## src/rtl/prep6_acc_pkg.sv

```systemverilog
// Shared types and constants for the arbitrated accumulator.
package prep6_acc_pkg;

    typedef enum logic [1:0] {
        IDLE  = 2'd0,
        ACCUM = 2'd1,
        DONE  = 2'd2
    } state_e;

    localparam int NREQ_DEF  = 4;
    localparam int WIDTH_DEF = 16;
    localparam int LENW_DEF  = 8;
    localparam int IDW_DEF   = $clog2(NREQ_DEF);

    function automatic int idw_of(input int nreq);
        return (nreq < 2) ? 1 : $clog2(nreq);
    endfunction

endpackage

```

## src/rtl/prep6_acc_arbiter_rr_pick.sv

```systemverilog
// Rotating-priority picker: first set request at or after the pointer, wrapping.
module prep6_rr_pick
    import prep6_acc_pkg::*;
#(
    parameter int NREQ = NREQ_DEF,
    parameter int IDW  = IDW_DEF
) (
    input  logic [NREQ-1:0] i_req,
    input  logic [IDW-1:0]  i_ptr,
    output logic [IDW-1:0]  o_win,
    output logic            o_any
);

    // Scan farthest-first so the nearest set bit to the pointer wins.
    always_comb begin
        o_win = '0;
        o_any = 1'b0;
        for (int k = NREQ - 1; k >= 0; k--) begin
            if (i_req[(int'(i_ptr) + k) % NREQ]) begin
                o_win = IDW'((int'(i_ptr) + k) % NREQ);
                o_any = 1'b1;
            end
        end
    end

endmodule

```

## src/rtl/prep6_acc_arbiter.sv

```systemverilog
// Round-robin arbiter sharing one accumulate datapath; grant is locked for a whole burst
// and the sum is held until the consumer acknowledges it.
module prep6_acc_arbiter
    import prep6_acc_pkg::*;
#(
    parameter  int NREQ  = NREQ_DEF,
    parameter  int WIDTH = WIDTH_DEF,
    parameter  int LENW  = LENW_DEF,
    localparam int IDW   = idw_of(NREQ)
) (
    input  logic                  i_clk,
    input  logic                  i_rst,
    input  logic [NREQ-1:0]       i_req,
    input  logic [NREQ*LENW-1:0]  i_len,
    input  logic [NREQ*WIDTH-1:0] i_d,
    input  logic [NREQ-1:0]       i_dvalid,
    output logic [NREQ-1:0]       o_dready,
    output logic [NREQ-1:0]       o_gnt,
    output logic [WIDTH-1:0]      o_q,
    output logic                  o_qvalid,
    output logic [IDW-1:0]        o_qid,
    output logic                  o_ovf,
    input  logic                  i_qack,
    output logic                  o_busy
);

    state_e            r_state;
    logic [NREQ-1:0]   r_gnt;
    logic [WIDTH-1:0]  r_q;
    logic              r_qvalid;
    logic              r_ovf;
    logic [IDW-1:0]    r_qid;
    logic [IDW-1:0]    r_ptr;
    logic [LENW-1:0]   r_cnt;

    logic [IDW-1:0]    w_win;
    logic              w_any;
    logic [LENW-1:0]   w_win_len;
    logic [WIDTH-1:0]  w_gd;
    logic              w_gvalid;
    logic [WIDTH:0]    w_sum;

    prep6_rr_pick #(
        .NREQ (NREQ),
        .IDW  (IDW)
    ) u_pick (
        .i_req (i_req),
        .i_ptr (r_ptr),
        .o_win (w_win),
        .o_any (w_any)
    );

    // Select the winner's length and the granted requester's data lane.
    always_comb begin
        w_win_len = i_len[int'(w_win)*LENW +: LENW];
        w_gd      = i_d[int'(r_qid)*WIDTH +: WIDTH];
        w_gvalid  = i_dvalid[r_qid];
        w_sum     = {1'b0, r_q} + {1'b0, w_gd};
    end

    // Burst sequencer: grant, accumulate, hold result until acknowledged.
    always_ff @(posedge i_clk or posedge i_rst) begin
        if (i_rst) begin
            r_state  <= IDLE;
            r_gnt    <= '0;
            r_q      <= '0;
            r_qvalid <= 1'b0;
            r_ovf    <= 1'b0;
            r_qid    <= '0;
            r_ptr    <= '0;
            r_cnt    <= '0;
        end else begin
            case (r_state)
                IDLE: begin
                    if (w_any) begin
                        r_gnt <= {{(NREQ-1){1'b0}}, 1'b1} << w_win;
                        r_qid <= w_win;
                        r_cnt <= w_win_len;
                        r_q   <= '0;
                        r_ovf <= 1'b0;
                        // A zero-length burst still shows its grant so the requester can drop REQ.
                        if (w_win_len == LENW'(0)) begin
                            r_state  <= DONE;
                            r_qvalid <= 1'b1;
                        end else begin
                            r_state <= ACCUM;
                        end
                    end
                end
                ACCUM: begin
                    if (w_gvalid) begin
                        r_q   <= w_sum[WIDTH-1:0];
                        r_ovf <= r_ovf | w_sum[WIDTH];
                        r_cnt <= r_cnt - LENW'(1);
                        if (r_cnt == LENW'(1)) begin
                            r_state  <= DONE;
                            r_qvalid <= 1'b1;
                            r_gnt    <= '0;
                        end
                    end
                end
                DONE: begin
                    if (i_qack) begin
                        r_state  <= IDLE;
                        r_qvalid <= 1'b0;
                        r_gnt    <= '0;
                        r_ptr    <= (r_qid == IDW'(NREQ - 1)) ? '0 : r_qid + IDW'(1);
                    end
                end
                default: begin
                    r_state <= IDLE;
                end
            endcase
        end
    end

    assign o_dready = (r_state == ACCUM) ? r_gnt : '0;
    assign o_gnt    = r_gnt;
    assign o_q      = r_q;
    assign o_qvalid = r_qvalid;
    assign o_qid    = r_qid;
    assign o_ovf    = r_ovf;
    assign o_busy   = (r_state != IDLE);

endmodule

```

## config.mk

```make
export PLATFORM = sky130hd
export DESIGN_NAME = prep6_acc_arbiter
export DESIGN_NICKNAME = d
export VERILOG_FILES = /design/src/rtl/prep6_acc_pkg.sv /design/src/rtl/prep6_acc_arbiter_rr_pick.sv /design/src/rtl/prep6_acc_arbiter.sv
export SDC_FILE = /design/constraint.sdc
export NUM_CORES = 1
export LEC_CHECK = 0
export CAP_MARGIN = 0
export CORE_ASPECT_RATIO = 1.75
export CORE_UTILIZATION = 45
export CTS_CLUSTER_SIZE = 24
export DETAILED_ROUTE_END_ITERATION = 7
export DONT_BUFFER_PORTS = 1
export HOLD_SLACK_MARGIN = 0.08
export SYNTH_ARGS = -nofsm -noshare
export SYNTH_HDL_FRONTEND = slang
export SYNTH_SLANG_ARGS = --single-unit
```

## constraint.sdc

```tcl
create_clock -name i_clk -period 3.87 [get_ports i_clk]
set_clock_uncertainty 0.05 [all_clocks]
set_input_delay 0.774 -clock i_clk [delete_from_list [all_inputs] [get_ports i_clk]]
set_output_delay 0.774 -clock i_clk [all_outputs]
set_load 0.05 [all_outputs]
```

# Word-level counts from Yosys, hierarchy flattened
# Index checks and enable logic that the tools add are counted.
dict set report classes {
  addsub 6
  order_cmp 5
  n_eq_ne 9
  shifts 3
  n_mux 49
  bitwise_logic 4
  n_reduce_logical 14
}
# operator count
set ops {}
lappend ops {{indexed part select 64 x 7 -> 16 bit} 1}
lappend ops {{2-to-1 mux 16 bit} 2}
lappend ops {{case mux 16 bit (2 select lines)} 1}
lappend ops {{indexed part select 32 x 6 -> 8 bit} 1}
lappend ops {{2-to-1 mux 2 bit} 10}
lappend ops {{2-to-1 mux 4 bit} 5}
lappend ops {{2-to-1 mux 1 bit} 19}
lappend ops {{adder 16 x 16 -> 17 bit} 1}
lappend ops {{2-to-1 mux 8 bit} 2}
lappend ops {{case mux 8 bit (2 select lines)} 1}
lappend ops {{less-than comparator 3 x 4 -> 1 bit, second input constant} 3}
lappend ops {{case mux 4 bit (3 select lines)} 1}
lappend ops {{binary-select mux 1 bit (select 2 bit)} 5}
lappend ops {{== test 8 x 1 -> 1 bit, second input constant} 1}
lappend ops {{logical NOT 8 bit} 1}
lappend ops {{!= test 2 bit, second input constant} 4}
lappend ops {{subtractor 8 x 1 -> 8 bit, second input constant} 1}
lappend ops {{less-than comparator 2 x 3 -> 1 bit, second input constant} 2}
lappend ops {{case mux 2 bit (3 select lines)} 1}
lappend ops {{AND reduction 6 bit} 1}
lappend ops {{OR reduction 2 bit} 3}
lappend ops {{AND reduction 5 bit} 1}
lappend ops {{adder 2 x 1 -> 2 bit, second input constant} 2}
lappend ops {{adder 2 bit, second input constant} 2}
lappend ops {{other kinds (14)} 19}
dict set report totals {
  reg_bits 36
  in_bits 107
  out_inout_bits 29
  elab_cells 98
}

# Longest topological paths before layout
dict set report logic_depth {
  word_depth 15
  ltp_mapped 12
  mapped_depth_nobuf 11
}

# Hierarchy
# From an unflattened synthesis, not the netlist that was laid out.
dict set report unflattened {
  cells_unflattened 309
  hier_area_um2 3059.2
}
# module instances cells_per_inst area_per_inst_um2 seq_area_each_um2
set by_module_without_submodules {}
lappend by_module_without_submodules {prep6_acc_arbiter 1 296 2981.6 900.9}
lappend by_module_without_submodules {prep6_rr_pick 1 13 77.6 0.0}

# Worst setup path before layout
# No wires, ideal clock.
dict set report synth_path {
  path_type {register to register}
  start {register r_qid[0] (netlist: o_qid[0])}
  end {register r_q[13] (netlist: o_q[13])}
  setup_ns 0.122
  arrival_ns 3.710
  required_time_ns 3.698
  path_slack_ns -0.011
  stages_incl_launch_ff 10
  path_buffers 2
  synth_period_minus_slack_ns 3.881
  cell_sequence {dfrtp_1 buf_2 buf_1 mux4_2 ha_1 nand3_1 or4b_2 a21boi_0 o21ai_0 a32o_1}
}
dict set report synth_between {
  elab_chain_cells 4
  elab_cells_between_ends 8
  classes_between {add/sub: 1; eq/ne: 1; shift: 1; mux: 4; reduce/logical: 1}
}
# item line_no
set synth_rtl {}
lappend synth_rtl {{from (decl)} prep6_acc_arbiter.sv:32} ;# logic [IDW-1:0] r_qid;
lappend synth_rtl {{from (signal assigned)} prep6_acc_arbiter.sv:77} ;# r_qid <= w_win;
lappend synth_rtl {{indexed part select 64 x 7 -> 16 bit / binary-select mux 1 bit (select 2 bit) (equally long branches)} {prep6_acc_arbiter.sv:56, prep6_acc_arbiter.sv:57}}
lappend synth_rtl {{adder 16 x 16 -> 17 bit / 2-to-1 mux 1 bit (equally long branches)} {prep6_acc_arbiter.sv:58, prep6_acc_arbiter.sv:57}}
lappend synth_rtl {{2-to-1 mux 16 bit / != test 2 bit (equally long branches)} n/a}
lappend synth_rtl {{case mux 16 bit (2 select lines) / AND reduction 3 bit (equally long branches)} n/a}
lappend synth_rtl {{to (signal assigned)} prep6_acc_arbiter.sv:92} ;# r_q <= w_sum[WIDTH-1:0];
lappend synth_rtl {{to (decl)} prep6_acc_arbiter.sv:29} ;# logic [WIDTH-1:0] r_q;
# Several ways; a longest one is shown, not always the timed one. The select of a mux whose other input is x is not followed.
# A chain may end at the register's enable or synchronous reset.

# Worst setup path in the final report
# Same ends and word-level chain as after synthesis.

==> metrics.yaml <==
floorplanning:
  num_io_pins: 136
  die_area_sq_um: 7330
  floorplan.die.width_microns: 65.2
  floorplan.initialDensity_pct: 47.3
  floorplan.die.height_microns: 113
  core_area_sq_um: 6640
  num_rows: 39
logic_synthesis:
  muxShareOfSynthArea_pct: 13.9
  ys_warn_count: 0
  synth.yosys.seq_area_share_pct: 28.7
  synth-simple-area-share_pct: 14.8
  ys_types: 52
  synthesis.area_per_instance_sq_um: 9.37
  synth.net_count: 465
  synth_fa_ha_area_share_pct: 9.40
  synth.cell_area_sq_um: 3140
  synth.ff_latch_count: 36
  synth_compound_area_share_pct: 25.7
  synth-edff-count: 0
  synth-async-reset-ratio_pct: 100
  postSynth.topFlopCell: "sky130_fd_sc_hd__dfrtp_1"
  synthXorXnorAreaFrac_pct: 3.63
  synth_top_family_by_area: "compound AO/OA/AOI/OAI gates"
  postSynthCellCount: 335
run_status:
  outcome: "finished clean"
timing:
  setup_viol_count_final: 0
  totalNegativeSetupSlack_ns: 0
  postLayoutSetupSlackWorst_ns: 0.470
  timing_worst_slew_pin_value_ns: 0.829
  grt_setup_unrepaired: "false"
  whs_ns: 0.477
  fmax_ghz: 0.294
  fin_crit_sh_pct: 87.9
  hold_violations: 0
  slew_viol_final: 0
  finalCriticalPeriod_ns: 3.40
  relSlewSlack_pct: 44.7
setup_path:
  worstPathMaxFanout: 12
  path_delay_family: "compound AO/OA/AOI/OAI gates"
  endpoint_kind: "flip-flop"
  timing.critical_path.slowest_cell_delay_ns: 0.53
  timing_worst_setup_path_type: "flip-flop to flip-flop"
  setup.worst_path.start_class: "flip-flop"
  worst_path_max_delay_cell: "sky130_fd_sc_hd__mux4_2"
  worstPathCellList: "buf_4, mux4_2, ha_1, a21o_1, a21o_1, a21oi_1, o21ai_0, a21oi_1, a21boi_0, or3_1, a32o_1"
  critPathArrivalTime_ns: 3.52
  worstPathBufferInverterCount: 1
  required_ns: 3.99
run:
  maxCapViolCount: 0
routing:
  final_antenna_net_count: 0
  avgViaCountPerCell: 6.29
  vias: 2634
  post-route-drc-count: 0
  wirelength_microns: 8200
  firstDrtPassIters: 4
  routed_wire_length_per_instance_microns: 19.6
  initialDrtViolationCount: 69
cts:
  cts.repair.resized: 0
  worst_skew_pair.late_latency_ns: 0.29
  cts-buffers-inserted: 5
  clock_sink_count: 36
  clock_tree_from_tritoncts: "yes"
  h-tree-depth: 2
  cts_hold_buf: 0
  path_clk_slew_ns: 0.06
  root_buffer: "sky130_fd_sc_hd__clkbuf_16"
  ctsLongestPathBuffers: 2
  postCtsSetupBuffers: 0
placement:
  place.port_buffers: 0
  place_ws_ns: 0.251
  finalWeightedCongestion: 0.866
  detailedPlacementHpwl_microns: 6620
finish:
  post_route_cells_drive_above_1_share_pct: 13.4
  regArea_sq_um: 902
  mostFrequentLayoutCell: "sky130_fd_sc_hd__dfrtp_1"
  multi_input_comb_area_sq_um: 2120
  layout.cells.most_common_list: "sky130_fd_sc_hd__dfrtp_1 (35), sky130_fd_sc_hd__nand2_1 (32), sky130_fd_sc_hd__o21ai_0 (26)"
  layout.nets: 466
  filler_cell_count: 663
  growth_of_design_area_from_synthesis_to_finish_pct: 7.73
  insertedDiodeCount: 0
pwr:
  clock_power_share_pct: 12.2
  power.static_leakage_uw: 0.00143
  p_int_uw: 1550
  power_frac_seq_pct: 28.6
  power.share.switching_pct: 51.5
  ir_worst_vdd_mv: 0.486
  switchingPower_uw: 1650
  powerDensity_nw_per_um2: 945
  combPwrFrac_pct: 59.2
worst_hold_path:
  hp-class: "flip-flop to flip-flop"
global_routing:
  global_route.overflow_total: 0
  initial_antenna_violation_count: 0
  grt_first_pass_wirelength_microns: 13200
  grt_max_degree: 22
  first_global_vias: 2768
  grt_util_all_layers_pct: 23.7
-- per-stage QoR --
step | cell area, sq um | util, % | total power, uW | instances
global placement | 3250 | 48.9 | 2780 | 411
CTS | 3380 | 51.0 | 3230 | 419
finish | 3380 | 51.0 | 3200 | 419
global route | 3380 | 51.0 | 3470 | 419
detailed placement | 3250 | 48.9 | 2820 | 411
floorplan | 3140 | - | 2420 | 335
-- sequential cells by signal, summed over array words and instances, names as in the netlist --
name      count
r_cnt         8
o_qid         2
o_q          16
o_qvalid      1
r_ptr         2
r_state       2
o_ovf         1
o_gnt         4
-- Yosys cell counts, types with 8 or more instances --
| cell | count | area (sq um) |
|---|---|---|
| sky130_fd_sc_hd__a211oi_1 | 15 | 113 |
| sky130_fd_sc_hd__a21boi_0 | 17 | 128 |
| sky130_fd_sc_hd__a21oi_1 | 17 | 85.1 |
| sky130_fd_sc_hd__clkbuf_1 | 11 | 41.3 |
| sky130_fd_sc_hd__dfrtp_1 | 36 | 901 |
| sky130_fd_sc_hd__ha_1 | 22 | 275 |
| sky130_fd_sc_hd__inv_1 | 11 | 41.3 |
| sky130_fd_sc_hd__mux4_2 | 17 | 383 |
| sky130_fd_sc_hd__nand2_1 | 32 | 120 |
| sky130_fd_sc_hd__nand3_1 | 10 | 50.1 |
| sky130_fd_sc_hd__nor2_1 | 19 | 71.3 |
| sky130_fd_sc_hd__o21ai_0 | 26 | 130 |
| sky130_fd_sc_hd__xor2_1 | 8 | 70.1 |
-- final cells by class --
type | instances | area share (%)
Clock buffer | 7 | 3.92
Multi-Input combinational cell | 271 | 62.6
Sequential cell | 36 | 26.7
Clock inverter | 1 | 0.148
Timing Repair Buffer | 11 | 2.44
Inverter | 11 | 1.22
Tap cell | 82 | 3.03
-- per-layer routing --
layer | wire (microns) | vias to the layer above | GRT usage [%]
li1 | - | 1273 | -
met1 | 2970 | 1258 | 23.7
met2 | 4600 | 94 | 45.4
met3 | 495 | 9 | 5.08
met4 | 137 | 0 | 9.28
met5 | 0 | - | 0
-- path summary, 6_finish.rpt --
kind / end / startpoint / slack, ns / cells after the start
max reg2reg: o_q[13]$_DFFE_PP0P_ / o_qid[0]$_DFFE_PP0P_ / 0.47 / 11
min in group asynchronous: o_qid[0]$_DFFE_PP0P_ / i_rst / 0.49 / 1
min: r_state[0]$_DFFE_PP0P_ / r_state[0]$_DFFE_PP0P_ / 0.48 / 2
max: o_q[13]$_DFFE_PP0P_ / o_qid[0]$_DFFE_PP0P_ / 0.47 / 11
max in group asynchronous: o_q[6]$_DFFE_PP0P_ / i_rst / 2.63 / 2
min reg2reg: r_state[0]$_DFFE_PP0P_ / r_state[0]$_DFFE_PP0P_ / 0.48 / 2
-- worst min-delay path: stages (launching register included) --
cell and delay [ns]:
sky130_fd_sc_hd__dfrtp_1 0.36, sky130_fd_sc_hd__nand2_1 0.05, sky130_fd_sc_hd__o21ai_0 0.07
-- cell families after synthesis --
group,after synthesis
AND/OR/NAND/NOR,96
multiplexers,22
flip-flops,36
XOR/XNOR,13
adder cells (fa/ha/maj),23
buffers and inverters,28
AO/OA/AOI/OAI,117
-- power by group through the flow --
stage / registers (uW) / logic, uW / clock network [uW]
6_report: 914 / 1890 / 391
5_1_grt: 939 / 2110 / 420
4_1_cts: 916 / 1910 / 401
3_5_place_dp: 922 / 1900 / 0
3_3_place_gp: 914 / 1870 / 0
2_1_floorplan: 897 / 1520 / 0
No activity file was read; power rests on OpenSTA's default activity.
==> variant 1 (same flow settings) <==
Change the package constant `NREQ_DEF` from 4 to 8.
--- a/src/rtl/prep6_acc_pkg.sv
+++ b/src/rtl/prep6_acc_pkg.sv
@@ -8,5 +8,5 @@
     } state_e;
 
-    localparam int NREQ_DEF  = 4;
+    localparam int NREQ_DEF  = 8;
     localparam int WIDTH_DEF = 16;
     localparam int LENW_DEF  = 8;
Ports: changed (7 resized); port bits go from 136 to 249. No check against the original RTL was run, so the function may have changed too.
==> variant 1 against the unedited design <==
The flow now finishes with violations (negative setup slack); synthesized area up 91%; global-route usage up 6.7 points; routed wire length rose to 2.6 times the old value; sequential share of layout area down 13 points; cell area up 130%; worst setup slack worse by 0.57 ns; critical path depth up 5; final cell count up 120%; sequential cell count up 6; critical endpoint is now r_state[0].
Power is not shown: default switching activity piles up to over one toggle a cycle in this logic, so the estimate is an artifact.
==> variant 1: results (changes against the unedited design) <==
status=finished with violations; failing checks=negative setup slack; placed wire-length estimate=16.8 mm (+150%); wire length of the first global-routing pass=31.7 mm (+140%); Critical Path Start=r_ptr[0]; Reg-to-Reg End=r_state[0]; largest net degree at the start of global routing=67 (+200%); worst-path maximum fanout=21 (+9); most common library cells after synthesis=nor3_1 (56), nand2_1 (49), mux4_2 (43); setup ws final=-0.0992 ns (-0.569 ns); fraction of layout cells with a size suffix above 1=40.6% (+27 points); 1st-iter DRT viols=216 (+210%); Final setup viols=4 (+4); setup TNS=-0.224 ns (-0.224 ns); post-synthesis sequential area ratio=17.5% (-11 points); RePlAce Congestion=0.881 (+1.7%); vias in the first global route=6203 (+120%); post-synthesis mux area share=23.8% (+10 points); initial antenna violation count=2 (+2); Rel. slew slack=39.2% (-5.5 points); Synth Area in Adders=5.75% (-3.7 points); gr usage total=30.3% (+6.7 points); 1st-pass router iterations=5 (+1); top-count cell post-synth=nor3_1; CP max stage delay=0.41 ns (-0.12 ns)
[variant 1: cell count changes after synthesis, moves of 8 or more]
| cell | delta |
|---|---|
| inv_1 | +12 |
| nand2_1 | +17 |
| nor3_1 | +50 |
| buf_2 | +10 |
| o31ai_1 | +20 |
| a211o_1 | +41 |
| mux4_2 | +26 |
| nor2_1 | +9 |
| clkbuf_1 | +15 |
| a211oi_1 | -11 |
| mux2_2 | +23 |
| a21boi_0 | -17 |
| o32ai_1 | +8 |
| a22o_1 | +25 |
[variant 1: worst reg2reg max path, stage by stage (launching register included)]
cell      delay (ns)
dfrtp_2         0.41
clkinv_4        0.07
ha_4            0.29
buf_6           0.12
mux4_2          0.39
buf_4           0.18
mux2_4          0.27
buf_4           0.16
o22ai_2         0.24
buf_8           0.22
o32ai_1         0.13
a21oi_1         0.22
nand2_1         0.09
a221o_1         0.33
nor4_4          0.41
a211oi_2        0.12
a21o_1          0.17
[variant 1: cell families (layout without fill, tap and decap cells)]
group                      Yosys count  after routing
xor gates and xnor gates            15             15
adders and majority gates           27             27
other                                0              2
DFF                                 42             42
AOI/OAI and AO/OA                  224            224
buffers and inverters               76            179
muxes                               81             81
and+or+nand+nor                    181            181
[variant 1: timing repair]
item,CTS,global route
setup endpoints to repair,8,18
buffers inserted,22,18
pin swaps,16,23
resized for setup,29,35
[variant 1: worst max path at each step]
| stage | end | slack, ns | cells after the start |
|---|---|---|---|
| 2_1_floorplan | r_state[0] | -0.35 | 18 |
| 3_3_place_gp | o_q[14] | -0.34 | 15 |
| 3_5_place_dp | o_q[14] | -0.36 | 15 |
| 4_1_cts | r_state[0] | -0.05 | 18 |
| 5_1_grt | r_state[0] | -0.27 | 16 |
| 6_report | r_state[0] | -0.1 | 16 |
[variant 1: routing by layer]
metal	GRT usage (%)	share of wire [%]	vias up
li1	-	-	2785
met1	28.8	33	2985
met2	60.8	57	276
met3	4.83	6.7	48
met4	12.5	3.7	0
met5	0	0	-
[variant 1: per-stage QoR]
step                area, um2  hold WS [ns]  cells
floorplan                6220         0.444    646
global placement         6950         0.477    872
detailed placement       6950         0.478    872
CTS                      7450         0.495    902
global route             7760         0.510    922
finish                   7760         0.492    922
[variant 1: final cells by class]
type | instances | area (um2) | share of cell area, %
timing repair buffer | 145 | 1210 | 15.7
tap | 171 | 214 | 2.76
multi-input combinational | 528 | 5020 | 64.8
clock inverter | 2 | 13.8 | 0.177
antenna | 2 | 5.00 | 0.0645
clock buffer | 6 | 129 | 1.66
inverter | 26 | 103 | 1.32
sequential | 42 | 1050 | 13.6
==> variant 2 (config.mk and constraints unchanged) <==
Made on the original files. Put one more register stage on the output `o_ovf`. The value now appears one clock later. The other outputs are not delayed to match.
--- a/src/rtl/prep6_acc_arbiter.sv
+++ b/src/rtl/prep6_acc_arbiter.sv
@@ -120,5 +120,7 @@
     assign o_qvalid = r_qvalid;
     assign o_qid    = r_qid;
-    assign o_ovf    = r_ovf;
+    always_ff @(posedge i_clk) begin
+        o_ovf <= r_ovf;
+    end
     assign o_busy   = (r_state != IDLE);
 
Formal check against the unedited RTL: not equivalent (a bounded check fails within 4 cycles, from zero or initial values and one cycle with i_rst high).
==> variant 2 against the unedited design <==
Synthesized cell count down 1.2%; fmax down 2.5%; sequential cell count up 1; routed wire length up 1.4%; worst setup slack worse by 0.086 ns; power up 2.5%; cell area up 2.4%; synthesized area up 1.3%.
==> variant 2: results (changes against the unedited design) <==
worst slack, placed=0.231 ns (-0.0199 ns); Hold Path End=o_ovf; met3 routed WL=359 um (-27%); syn nets=461 (-0.86%); largest net degree at the start of global routing=23 (+4.5%); hold_sp=r_ovf; routed len/inst=19.9 um (+1.6%); Critical Path AT=3.59 ns (+0.07 ns); Max VDD drop=312 uV (-36%); clk root buf=clkbuf_16; initial antenna violation count=0 (unchanged); layout filler cell count=630 (-5.0%); gr usage total=23.7% (+0.049 points); reg-to-reg slack, setup=0.38 ns (-0.09 ns); post-synth cell types=56 (+7.7%); Worst Max-Slew Pin Slew=0.915 ns (+0.0865 ns); hold depth=0 (-2); most area-consuming cells after synthesis=dfrtp_1 (28%), mux4_2 (12%), ha_1 (8.7%); ant diodes=0 (unchanged); M1 WL=2.82 mm (-5.0%); status=finished clean; number of flip-flops under the largest register name=16 (unchanged); fraction of layout cells with a size suffix above 1=15.6% (+2.2 points); vias in the first global route=2762 (-0.22%); Reg-to-Reg End=r_ovf; Hold Crit Class=reg -> reg; placed wire-length estimate=6.87 mm (+3.7%); worst-path maximum fanout=8 (-4); # Post-CTS Setup Buffers=0 (unchanged); average vias per placed instance=6.22 (-1.1%); 1st-pass router iterations=4 (unchanged); met2 WL=4.95 mm (+7.5%); post-synthesis sequential area ratio=29.0% (+0.27 points); 1st-iter DRT viols=108 (+57%); most common library cells after synthesis=dfrtp_1 (36), nand2_1 (31), o21ai_0 (27); wire length of the first global-routing pass=13.2 mm (+0.52%); leakage power total=1.51 nW (+5.4%); slowest stage cell, crit path=mux4_2; ys async rst share=97.3% (-2.7 points); RePlAce Congestion=0.877 (+1.2%)
==> variant 2: cell count changes in the layout (fill, tap and decap cells not counted), moves of 4 or more <==
cell | unedited run | this run
mux2_2 | 2 | 6
xnor2_1 | 5 | 9
o21bai_1 | 6 | 2
nor2b_1 | 6 | 0
a21o_1 | 6 | 12
inv_1 | 11 | 17
nand3_1 | 10 | 4
o41ai_1 | 4 | 0
or3_1 | 5 | 1
==> variant 2: final cells by class <==
class / instances / area, um2 / share of cell area, %
clock buffer: 5 / 125 / 3.61
timing repair buffer: 9 / 67.6 / 1.95
inverter: 17 / 63.8 / 1.84
sequential: 37 / 922 / 26.6
multi-input combinational: 263 / 2120 / 61.1
clock inverter: 3 / 65.1 / 1.88
tap: 84 / 105 / 3.03
==> variant 2: kinds of logic after synthesis <==
logic type                 Yosys count  synth area share, %
AOI/OAI and AO/OA                  121                 26.8
and+or+nand+nor                     81                 12.2
DFF                                 37                 29.0
buffers and inverters               31                 4.48
muxes                               24                 14.5
adders and majority gates           23                 9.28
xor gates and xnor gates            14                 3.86
==> variant 2: through the flow <==
step,instance area [um2],hold WS (ns),power (W),std cells
floorplan,3180,0.315,0.00237,331
global placement,3280,0.339,0.00273,410
detailed placement,3280,0.342,0.00277,410
CTS,3470,0.356,0.00331,418
global route,3470,0.368,0.00356,418
finish,3470,0.349,0.00328,418
==> variant 2: worst max-delay path by stage <==
stage,start,end,slack (ns),depth (start not counted)
2_1_floorplan,o_qid[0],r_ovf,0.03,12
3_3_place_gp,i_d[48],r_ovf,0.23,11
3_5_place_dp,i_d[48],r_ovf,0.23,11
4_1_cts,o_qid[0],r_ovf,0.33,11
5_1_grt,o_qid[0],r_ovf,0.1,11
6_report,o_qid[0],r_ovf,0.38,11
==> variant 2: metal layers <==
layer / up-vias / global-route usage [%]
met1: 1247 / 22.0
met3: 10 / 3.83
met4: 0 / 8.55
met5: - / 0
li1: 1255 / -
met2: 87 / 48.5
==> variant 2: worst register-to-register path, cell delays in order, from the launching register on <==
cell and delay [ns]:
dfrtp_2 0.52, mux4_2 0.54, ha_1 0.22, fa_1 0.41
a21o_1 0.17, a21o_1 0.20, a21oi_1 0.21, o21bai_1 0.12
a31oi_1 0.19, o21ai_0 0.16, a2111oi_0 0.44, nor3_1 0.11
==> variant 2: report_power, final <==
group	switching [W]	internal (W)
combinational	0.00106	0.000793
clock	0.000163	0.000368
sequential	0.000361	0.000530
total	0.00159	0.00169
